## src/rtl/synapse_loader.sv

```systemverilog
// Synapse weight loader: streams host weights into the network's
// synapse programming port as bounded, abortable bursts.
module synapse_loader #(
  parameter int NEURONS_PER_LAYER = 4,
  parameter int SYNAPSE_WIDTH = 8,
  localparam int NSYN = NEURONS_PER_LAYER * NEURONS_PER_LAYER,
  localparam int AW = $clog2(NSYN),
  localparam int CW = $clog2(NSYN + 1)
) (
  input  logic                            clk,
  input  logic                            rst,
  input  logic                            start,
  input  logic [AW-1:0]                   start_addr,
  input  logic [CW-1:0]                   count,
  input  logic                            abort,
  input  logic                            s_valid,
  input  logic signed [SYNAPSE_WIDTH-1:0] s_data,
  output logic                            s_ready,
  output logic                            synapse_prog_en,
  output logic [AW-1:0]                   synapse_addr,
  output logic signed [SYNAPSE_WIDTH-1:0] synapse_data,
  output logic                            busy,
  output logic                            done,
  output logic                            error,
  output logic                            aborted
);

  typedef enum logic [1:0] {IDLE, LOAD, DONE} state_e;

  state_e state_q, state_d;
  logic [AW-1:0] cur_addr_q, cur_addr_d;
  logic [CW-1:0] remaining_q, remaining_d;
  logic prog_en_q, prog_en_d;
  logic [AW-1:0] addr_q, addr_d;
  logic signed [SYNAPSE_WIDTH-1:0] data_q, data_d;
  logic busy_q, busy_d;
  logic done_q, done_d;
  logic error_q, error_d;
  logic aborted_q, aborted_d;

  logic [CW:0] end_sum;
  logic range_bad;
  logic xfer;

  // one extra bit so start_addr+count cannot wrap
  assign end_sum = (CW+1)'(start_addr) + (CW+1)'(count);
  assign range_bad = (count == '0) || (end_sum > (CW+1)'(NSYN));

  assign s_ready = (state_q == LOAD) && !abort;
  assign xfer = s_valid && s_ready;

  always_comb begin
    state_d = state_q;
    cur_addr_d = cur_addr_q;
    remaining_d = remaining_q;
    prog_en_d = 1'b0;
    addr_d = addr_q;
    data_d = data_q;
    done_d = 1'b0;
    error_d = 1'b0;
    aborted_d = 1'b0;
    unique case (state_q)
      IDLE: begin
        if (start) begin
          if (range_bad) begin
            error_d = 1'b1;
          end else begin
            cur_addr_d = start_addr;
            remaining_d = count;
            state_d = LOAD;
          end
        end
      end
      LOAD: begin
        if (abort) begin
          aborted_d = 1'b1;
          state_d = IDLE;
        end else if (xfer) begin
          prog_en_d = 1'b1;
          addr_d = cur_addr_q;
          data_d = s_data;
          remaining_d = remaining_q - CW'(1);
          // last word: hold cur_addr so it never passes NSYN-1
          if (remaining_q == CW'(1)) begin
            state_d = DONE;
          end else begin
            cur_addr_d = cur_addr_q + AW'(1);
          end
        end
      end
      DONE: begin
        done_d = 1'b1;
        state_d = IDLE;
      end
      default: state_d = IDLE;
    endcase
    busy_d = (state_d != IDLE);
  end

  always_ff @(posedge clk) begin
    if (rst) begin
      state_q <= IDLE;
      cur_addr_q <= '0;
      remaining_q <= '0;
      prog_en_q <= 1'b0;
      addr_q <= '0;
      data_q <= '0;
      busy_q <= 1'b0;
      done_q <= 1'b0;
      error_q <= 1'b0;
      aborted_q <= 1'b0;
    end else begin
      state_q <= state_d;
      cur_addr_q <= cur_addr_d;
      remaining_q <= remaining_d;
      prog_en_q <= prog_en_d;
      addr_q <= addr_d;
      data_q <= data_d;
      busy_q <= busy_d;
      done_q <= done_d;
      error_q <= error_d;
      aborted_q <= aborted_d;
    end
  end

  assign synapse_prog_en = prog_en_q;
  assign synapse_addr = addr_q;
  assign synapse_data = data_q;
  assign busy = busy_q;
  assign done = done_q;
  assign error = error_q;
  assign aborted = aborted_q;

endmodule

```

## config.mk

```make
export PLATFORM = sky130hd
export DESIGN_NAME = synapse_loader
export DESIGN_NICKNAME = d
export VERILOG_FILES = /design/src/rtl/synapse_loader.sv
export SDC_FILE = /design/constraint.sdc
export NUM_CORES = 1
export LEC_CHECK = 0
export BUFFER_PORTS_ARGS = -buffer_cell sky130_fd_sc_hd__buf_4
export CAP_MARGIN = 20
export CORE_UTILIZATION = 40
export DETAILED_ROUTE_END_ITERATION = 6
export PLACE_DENSITY = 0.69
export SLEW_MARGIN = 20
export SYNTH_ARGS = -nofsm -noshare
export SYNTH_HDL_FRONTEND = slang
export SYNTH_SLANG_ARGS = --single-unit
```

## constraint.sdc

```tcl
create_clock -name clk -period 3.1 [get_ports clk]
set_input_delay 0.155 -clock clk [delete_from_list [all_inputs] [get_ports clk]]
set_output_delay 0.155 -clock clk [all_outputs]
set_load 0.01 [all_outputs]
```

==> impl_metrics.yaml <==
synthesis:
  synthXorXnorAreaFrac_pct: 0.561
  synth_compound_area_share_pct: 24.4
  synth_area_per_cell_um2: 8.44
  synth-simple-area-share_pct: 27.2
  yosysWarningCount: 0
  synth_area_leaders: "dfxtp_1 (36%), nand2_1 (8.2%), a21oi_1 (6.1%)"
  seq_area_frac_synth_pct: 35.9
  synth_top_family_by_area: "simple AND/OR/NAND/NOR gates"
  synth_seq_cells: 28
  yosys.area.top_type: "dfxtp_1"
  synth_cells: 185
  ys_types: 48
  synth-edff-count: 0
  syn_area_mm2: 0.00156
  synth_ff_type: "dfxtp_1"
  async_reset_ff_share_pct: 0
  syn_nets: 215
  synth.area.mux_share_pct: 0.641
  yosys.area_share.adder_pct: 6.89
  synth_top_area_share_pct: 35.9
timing:
  maxSlewViolCount: 0
  rsz0062_at_grt: "false"
  fin_skew_ns: 0.00281
  fin_crit_ns: 2.34
  setup_tns_ns: 0
  fmax_mhz: 427
  setup_viol: 0
  maxSlewHeadroom_pct: 67.0
  layout_setup_ws_ns: 0.758
  finalHoldViolations: 0
  period_share_pct: 75.6
  worst_slew_pin_slew_ns: 0.488
floorplanning:
  die_h_um: 64.5
  die_area_mm2: 0.00416
  start_util_pct: 42.0
  io_pins: 40
  fp-row-count: 22
  die_w_um: 64.5
  coreArea_mm2: 0.00372
cells_and_area:
  nFillCells: 377
  drive_gt1_share_pct: 26.6
  final_common_cell: "buf_4"
  syn2layout_area_growth_pct: 25.4
  finalNonFillerCells: 270
  antennaDiodeCount: 0
  nets: 253
  layout_common_cells: "buf_4 (42), nand2_1 (34), dfxtp_1 (28)"
  regArea_um2: 561
  multi_input_area_um2: 932
  final_area_mm2: 0.00196
global_routing:
  grt-ovfl-total: 0
  grt_max_degree: 32
  track_usage_pct: 18.2
  grt_pass1_wl_um: 5990
  grt_pass1_vias: 1322
  antenna_found_initial: 0
clock_tree:
  cts_buffers: 3
  cts_hold_buf: 0
  clock_sinks: 28
  cts.path.max_buffers: 2
  cts.reportedPaths.clkPinSlew_ns: 0.10
  cts_tree: "built"
  h-tree-depth: 1
  clk_latency_ns: 0.27
  post_cts_resize_count: 0
  post-cts-setup-buffer-count: 0
  ctsRootBufferMaster: "clkbuf_8"
status:
  status: "complete, no violations"
worst_setup_path:
  endpoint_kind: "flip-flop"
  worstPathRequired_ns: 3.27
  path_class: "in2reg"
  startpoint_type: "input pin"
  cp_max_fo: 11
  crit_arrival_ns: 2.51
routing:
  post_drt_wl_per_cell_um: 13.0
  routed_wl_um: 3520
  route.vias.total: 1479
  drtAntennaViolNets: 0
  viasPerCell: 5.48
  first_iter_violations: 87
  drc: 0
  first_pass_iters: 4
pwr:
  peakVddDrop_v: 0.000174
  p_per_area_mw_per_mm2: 432
  power_uw: 847
  power_leakage_nw: 0.823
placed_design:
  place_area_mm2: 0.00189
  dp_slack_ns: 0.485
  dpl.cell_count: 266
  port_buffers: 39
  place.gp.congestion: 0.817
  hpwl_um: 2600
run:
  maxCapViolCount: 0
hold_path:
  hp-class: "in2reg"
## Yosys cell counts, drive strengths merged, types with 5 or more instances
| cell | n |
|---|---|
| inv | 5 |
| nor3b | 6 |
| ha | 7 |
| nand2 | 34 |
| and3 | 5 |
| a21oi | 20 |
| nor2 | 16 |
| a211oi | 5 |
| nor3 | 8 |
| clkbuf | 5 |
| dfxtp | 28 |
## state kept, by name (all words and copies together) (netlist names)
| register | cells |
|---|---|
| synapse_data | 8 |
| error | 1 |
| state_q | 2 |
| remaining_q | 5 |
| synapse_prog_en | 1 |
| cur_addr_q | 4 |
| done | 1 |
| synapse_addr | 4 |
| aborted | 1 |
| busy | 1 |
## logic make-up after synthesis
family / Yosys count
multiplexers: 1
flip-flops: 28
adder cells (fa/ha/maj): 8
AO/OA/AOI/OAI: 51
AND/OR/NAND/NOR: 82
buffers and inverters: 14
XOR/XNOR: 1
## per-layer routing
| layer | share of wire [%] | track usage, % | routed length, um |
|---|---|---|---|
| met5 | 0 | 0 | 0 |
| met4 | 0.77 | 5.83 | 27 |
| met3 | 5.1 | 2.29 | 180 |
| met2 | 46 | 30.3 | 1630 |
| met1 | 48 | 24.3 | 1680 |
## cell type report
class	count	area share, %
clock buffer	3	2.11
clock inverter	1	1.53
inverter	5	0.958
multi-input combinational	143	47.6
sequential	28	28.6
tap	48	3.07
timing repair buffer	42	16.1
## per-stage QoR
| step | hold WS (ns) | utilization, % |
|---|---|---|
| after floorplan | 0.277 | - |
| after global placement | 0.410 | 50.8 |
| after detailed placement | 0.416 | 50.8 |
| after CTS | 0.118 | 52.7 |
| after global routing | 0.126 | 52.7 |
| final | 0.124 | 52.7 |
## final timing paths
check,from,to,slack [ns],cells past startpoint
setup / recovery,count[0],cur_addr_q[0],0.76,9
hold / removal,s_data[4],synapse_data[4],0.12,3
setup reg to reg,remaining_q[1],cur_addr_q[2],1.13,6
hold reg to reg,synapse_data[0],synapse_data[0],0.46,2
## worst max-delay path, cell delays in order
cell and delay, ns:
buf_4 0.13, ha_1 0.21, fa_1 0.44, a21o_1 0.24
a2111oi_2 0.40, a31oi_2 0.10, a21oi_2 0.43, nor3b_2 0.09
o31a_1 0.30
## report_power, final
part	switching, mW	internal [mW]
Combinational	0.0953	0.0779
Sequential	0.0122	0.375
Clock	0.114	0.173
No activity file was read; power rests on OpenSTA's default activity.
